`config.mk`:
```
export PLATFORM = sky130hd
export DESIGN_NAME = csr_trap_ctrl
export DESIGN_NICKNAME = d
export VERILOG_FILES = /design/src/rtl/csr_ctrl_pkg.sv /design/src/rtl/csr_trap_ctrl_irq_sync_edge.sv /design/src/rtl/csr_trap_ctrl.sv
export SDC_FILE = /design/constraint.sdc
export NUM_CORES = 1
export LEC_CHECK = 0
export CORE_ASPECT_RATIO = 0.7
export CORE_MARGIN = 1
export CORE_UTILIZATION = 38
export CTS_CLUSTER_SIZE = 14
export DETAILED_ROUTE_END_ITERATION = 8
export PLACE_DENSITY_LB_ADDON = 0.12
export SLEW_MARGIN = 10
export SYNTH_ARGS = -nofsm -noshare
export SYNTH_HDL_FRONTEND = slang
export SYNTH_SLANG_ARGS = --single-unit
```
`constraint.sdc`:
```
create_clock -name clk -period 8.68 [get_ports clk]
set_input_delay 2.17 -clock clk [delete_from_list [all_inputs] [get_ports clk]]
set_output_delay 2.17 -clock clk [all_outputs]
set_load 0.05 [all_outputs]
```
`src/rtl/csr_ctrl_pkg.sv`:
```
// Shared types and constants for the trap/CSR-port controller.
// Holds the FSM state encoding, machine-mode CSR addresses and the saturating counter helper.
package csr_ctrl_pkg;

  typedef enum logic [2:0] {
    ST_RUN,
    ST_SLEEP,
    ST_ENTER,
    ST_HANDLER,
    ST_EXIT
  } trap_state_e;

  localparam logic [11:0] CSR_MSTATUS = 12'h300;
  localparam logic [11:0] CSR_MIE     = 12'h304;
  localparam logic [11:0] CSR_MTVEC   = 12'h305;
  localparam logic [11:0] CSR_MEPC    = 12'h341;
  localparam logic [11:0] CSR_MIP     = 12'h344;

  localparam logic [31:0] MTVEC_DEFAULT = 32'h0001_0000;

  function automatic logic [31:0] sat_inc(input logic [31:0] v);
    return (v == '1) ? v : v + 32'd1;
  endfunction

endpackage

```
`src/rtl/csr_trap_ctrl_irq_sync_edge.sv`:
```
// Multi-flop synchronizer for the asynchronous interrupt line plus a rising-edge detector
// on the synchronized level.
module irq_sync_edge #(
  parameter int unsigned STAGES = 2
) (
  input  logic clk,
  input  logic rst,
  input  logic irq_i,
  output logic irq_sync_o,
  output logic irq_rise_o
);

  logic [STAGES-1:0] sync_q;
  logic              prev_q;

  always_ff @(posedge clk or posedge rst) begin
    if (rst) begin
      sync_q <= '0;
      prev_q <= 1'b0;
    end else begin
      sync_q <= {sync_q[STAGES-2:0], irq_i};
      prev_q <= sync_q[STAGES-1];
    end
  end

  assign irq_sync_o = sync_q[STAGES-1];
  assign irq_rise_o = sync_q[STAGES-1] & ~prev_q;

endmodule

```
`src/rtl/csr_trap_ctrl.sv`:
```
// Trap controller: sequences WFI sleep, interrupt entry and mret return, and owns the
// CSR file write port, arbitrating controller writes against pipeline CSR requests.
module csr_trap_ctrl
  import csr_ctrl_pkg::*;
#(
  parameter int unsigned XLEN        = 32,
  parameter int unsigned SYNC_STAGES = 2
) (
  input  logic            clk,
  input  logic            rst,
  input  logic            irq_i,
  input  logic            meie_i,
  input  logic            wfi_i,
  input  logic [XLEN-1:0] wfi_pc_i,
  input  logic            mret_i,
  input  logic [XLEN-1:0] mtvec_i,
  input  logic [XLEN-1:0] mepc_i,
  input  logic            csr_wr_req_i,
  input  logic [11:0]     csr_wr_addr_i,
  input  logic [XLEN-1:0] csr_wr_data_i,
  output logic            csr_wr_gnt_o,
  output logic            csr_we_o,
  output logic [11:0]     csr_waddr_o,
  output logic [XLEN-1:0] csr_wdata_o,
  output logic            trap_enter_o,
  output logic            trap_exit_o,
  output logic            redirect_o,
  output logic [XLEN-1:0] redirect_pc_o,
  output logic            flush_o,
  output logic            stall_o,
  output logic [31:0]     sleep_cycles_o
);

  trap_state_e state_q, state_d;
  logic        pend_q, pend_d;
  logic [31:0] cnt_q, cnt_d;
  logic        irq_sync, irq_rise;
  logic        ctrl_write;

  irq_sync_edge #(
    .STAGES(SYNC_STAGES)
  ) u_irq_sync (
    .clk       (clk),
    .rst       (rst),
    .irq_i     (irq_i),
    .irq_sync_o(irq_sync),
    .irq_rise_o(irq_rise)
  );

  assign ctrl_write = (state_q == ST_RUN) & wfi_i & meie_i;

  always_ff @(posedge clk or posedge rst) begin
    if (rst) begin
      state_q <= ST_RUN;
      pend_q  <= 1'b0;
      cnt_q   <= '0;
    end else begin
      state_q <= state_d;
      pend_q  <= pend_d;
      cnt_q   <= cnt_d;
    end
  end

  always_comb begin
    state_d = state_q;
    pend_d  = pend_q;
    cnt_d   = cnt_q;
    unique case (state_q)
      ST_RUN: begin
        if (irq_rise) pend_d = 1'b1;
        if (ctrl_write) begin
          state_d = ST_SLEEP;
          cnt_d   = '0;
        end
      end
      ST_SLEEP: begin
        cnt_d = sat_inc(cnt_q);
        if ((pend_q | irq_sync) & meie_i) state_d = ST_ENTER;
      end
      ST_ENTER: begin
        pend_d  = 1'b0;
        state_d = ST_HANDLER;
      end
      ST_HANDLER: begin
        if (irq_rise) pend_d = 1'b1;
        if (mret_i) state_d = ST_EXIT;
      end
      ST_EXIT:  state_d = ST_RUN;
      default:  state_d = ST_RUN;
    endcase
  end

  // Outputs are gated by rst so no combinational write escapes while reset is held.
  always_comb begin
    csr_wr_gnt_o  = 1'b0;
    csr_we_o      = 1'b0;
    csr_waddr_o   = '0;
    csr_wdata_o   = '0;
    trap_enter_o  = 1'b0;
    trap_exit_o   = 1'b0;
    redirect_o    = 1'b0;
    redirect_pc_o = '0;
    flush_o       = 1'b0;
    stall_o       = 1'b0;
    if (!rst) begin
      csr_wr_gnt_o = csr_wr_req_i & ~ctrl_write &
                     ((state_q == ST_RUN) | (state_q == ST_HANDLER));
      if (ctrl_write) begin
        csr_we_o    = 1'b1;
        csr_waddr_o = CSR_MEPC;
        csr_wdata_o = wfi_pc_i + XLEN'(4);
        stall_o     = 1'b1;
      end else if (csr_wr_gnt_o) begin
        csr_we_o    = 1'b1;
        csr_waddr_o = csr_wr_addr_i;
        csr_wdata_o = csr_wr_data_i;
      end
      unique case (state_q)
        ST_SLEEP: stall_o = 1'b1;
        ST_ENTER: begin
          trap_enter_o  = 1'b1;
          redirect_o    = 1'b1;
          flush_o       = 1'b1;
          redirect_pc_o = mtvec_i;
        end
        ST_EXIT: begin
          trap_exit_o   = 1'b1;
          redirect_o    = 1'b1;
          flush_o       = 1'b1;
          redirect_pc_o = mepc_i;
        end
        default: ;
      endcase
    end
  end

  assign sleep_cycles_o = cnt_q;

endmodule

```
==> flow_metrics.tcl <==
set metrics [dict create \
    antenna_found_initial 0 \
    initial_core_util_pct 39.6 \
    synthFlopType "dfrtp_1" \
    hpwlAfterDp_um 12300 \
    seq_area_frac_synth_pct 27.0 \
    yosys-top-cells-count "nor2_1 (45), dfrtp_1 (39), nand2_1 (36)" \
    arrival_ns 5.28 \
    power_density_nw_per_um2 229 \
    synth.distinct_cells 53 \
    cts_tree "done" \
    fmax_mhz 134 \
    status "finished, final reports clean" \
    synthTopCellsByArea "dfrtp_1 (27%), a22o_1 (8.2%), nor2_1 (4.7%), a31oi_1 (3.8%), nand2_1 (3.7%)" \
    power_uw 1470 \
    worstRegToRegCells 6 \
    worstSetupEndpoint "csr_wdata_o[22]" \
    synth_warnings 0 \
    cts-resized-gates 0 \
    route.detailed.drc 0 \
    cts_sinks 39 \
    rsz0062_at_grt "no" \
    clock-root-buffer "clkbuf_16" \
    fill_cells 730 \
    finalHoldViolCount 0 \
    wl_per_cell_um 18.7 \
    fin_crit_ns 7.45 \
    insertion_delay_ns 0.29 \
    netlist_area_um2 3620 \
    cts.clk_slew.worst_paths_ns 0.05 \
    async_reset_ff_share_pct 100 \
    grt_use_total_pct 30.6 \
    post-cts-setup-buffer-count 0 \
    cts_buffers 5 \
    io_pins 262 \
    avgViaCountPerCell 5.80 \
    grt_first_pass_wirelength_um 23800 \
    holdBufCountCts 0 \
    grt_start_max_net_pins 45 \
    slew_viol_final 0 \
    ir_worst_vdd_v 0.000115 \
    n_antenna_cell 0 \
    synth.most_common_cell "nor2_1" \
    fin_nets 859 \
    cts_buffer_depth 2 \
    power_leakage_uw 0.00243 \
    finClkSkew_ns 0.00538 \
    layout-area-overhead-vs-synth_pct 77.1 \
    core_area_um2 9140 \
    yosysTopAreaCellShare_pct 27.0 \
    postSynthCellCount 468 \
    synth_top_cell_by_area "dfrtp_1" \
    overflow 0 \
    relSlewSlack_pct 27.1 \
    dieHeight_um 83.7 \
    finalSetupViolations 0 \
    ctsHtreeMaxLevel 2 \
    drive_gt1_share_pct 4.23 \
    drv_cap 0 \
    hold_path_startpoint "u_irq_sync.sync_q[0]" \
    startpoint_type "input port" \
    gp_congestion 1.01 \
    die_area_um2 9930 \
    vias 4839 \
    die_width_um 119 \
    wirelength_um 15600 \
    fin_crit_sh_pct 85.8 \
    endpoint_kind "output pin" \
    holdCritPathClass "reg -> reg" \
    ys_ff_latch 39 \
    path_class "in -> out" \
    syn_avg_cell_area_um2 7.74 \
    syn_nets 617 \
    grt_pass1_vias 4393 \
    postRouteAntennaNets 0 \
    cp-startpoint "meie_i" \
    tns_ns 0 \
    io_buffer_count 261 \
    rr_endpoint "sleep_cycles_o[6]" \
    synth_edf_count 0 \
    r2r-start "sleep_cycles_o[9]" \
    rows 29 \
    path_max_fanout 18 \
    worst_pin_slew_ns 1.09 \
    drt_first_pass_iters 5 \
    required_ns 6.51 \
    rrSetupSlack_ns 5.80 \
    drt-initial-drc-count 403 \
]
-- state kept, by name (all words and copies together) (netlist names) --
name,count
pend_q,1
sleep_cycles_o,32
state_q,3
u_irq_sync.prev_q,1
u_irq_sync.sync_q,2
-- per-stage QoR --
step	cells	utilization, %	setup slack (ns)	area (µm²)	hold WS (ns)
after CTS	834	70.1	1.23	6410	0.353
after global routing	834	70.1	0.930	6410	0.358
final	834	70.1	1.23	6410	0.349
after detailed placement	827	68.5	1.24	6270	0.340
after global placement	827	68.5	1.38	6270	0.337
after floorplan	468	-	1.16	3620	0.331
-- worst min path at each step --
stage,slack (ns),endpoint,cells after the start
final,0.35,u_irq_sync.sync_q[1],0
after global routing,0.36,u_irq_sync.sync_q[1],0
after CTS,0.35,u_irq_sync.sync_q[1],0
after detailed placement,0.34,u_irq_sync.sync_q[1],0
after global placement,0.34,u_irq_sync.sync_q[1],0
after floorplan,0.33,u_irq_sync.sync_q[1],0
-- worst max-delay path: stages --
cell             delay [ns]
clkdlybuf4s50_1        0.50
nor4b_1                0.31
nand2_1                0.12
nand2_1                0.07
nand2_1                0.36
inv_1                  0.54
o21ai_0                0.19
a21oi_1                0.18
clkdlybuf4s50_1        0.82
-- power breakdown --
| part | switching, µW | internal (µW) | leakage (µW) |
|---|---|---|---|
| registers | 70.1 | 227 | 0.000522 |
| clock network | 72.7 | 112 | 0.0000727 |
| logic | 641 | 343 | 0.00183 |
| total | 783 | 682 | 0.00243 |
-- cells by family (layout without fill, tap and decap cells) --
kind of cell	count (synthesis)	count (layout)	synth area share (%)
compound gates	149	149	29.0
xor+xnor	21	21	5.08
fa+ha+maj	2	2	0.691
buf+inv	42	284	6.01
flops	39	39	27.0
mux	7	7	1.97
simple gates	208	208	30.3
-- per-layer routing --
layer / track usage [%] / vias up / share of wire, %
met5: 0 / - / 0
li1: - / 2271 / -
met3: 7.04 / 42 / 8.3
met4: 12.8 / 0 / 4.2
met1: 38.2 / 2265 / 40
met2: 50.7 / 261 / 47
-- area by class of cell --
cell class / instances / area, µm² / area share [%]
Timing Repair Buffer: 270 / 2670 / 41.6
Tap cell: 124 / 155 / 2.42
Multi-Input combinational cell: 387 / 2440 / 38.1
Clock inverter: 1 / 5.00 / 0.0781
Clock buffer: 6 / 139 / 2.17
Inverter: 7 / 26.3 / 0.410
Sequential cell: 39 / 976 / 15.2
-- cells in the final DEF, fill, tap and decap left out, drive strengths merged, types with 4 or more instances in the layout --
cell           instances
nand2b                10
and3                  12
nand2                 37
a22o                  34
a21o                   4
nor3                  22
xnor2                 11
a22oi                  4
o21ai                 25
nor2                  45
inv                    7
nand3                 22
buf                   13
a41oi                  5
mux2i                  6
a21oi                 21
and2                  15
nor4                   8
and4                  14
dfrtp                 39
a211oi                15
a31oi                 22
xor2                  10
clkdlybuf4s50        257
nand4                 12
clkbuf                 6
No activity file was read; power rests on OpenSTA's default activity.
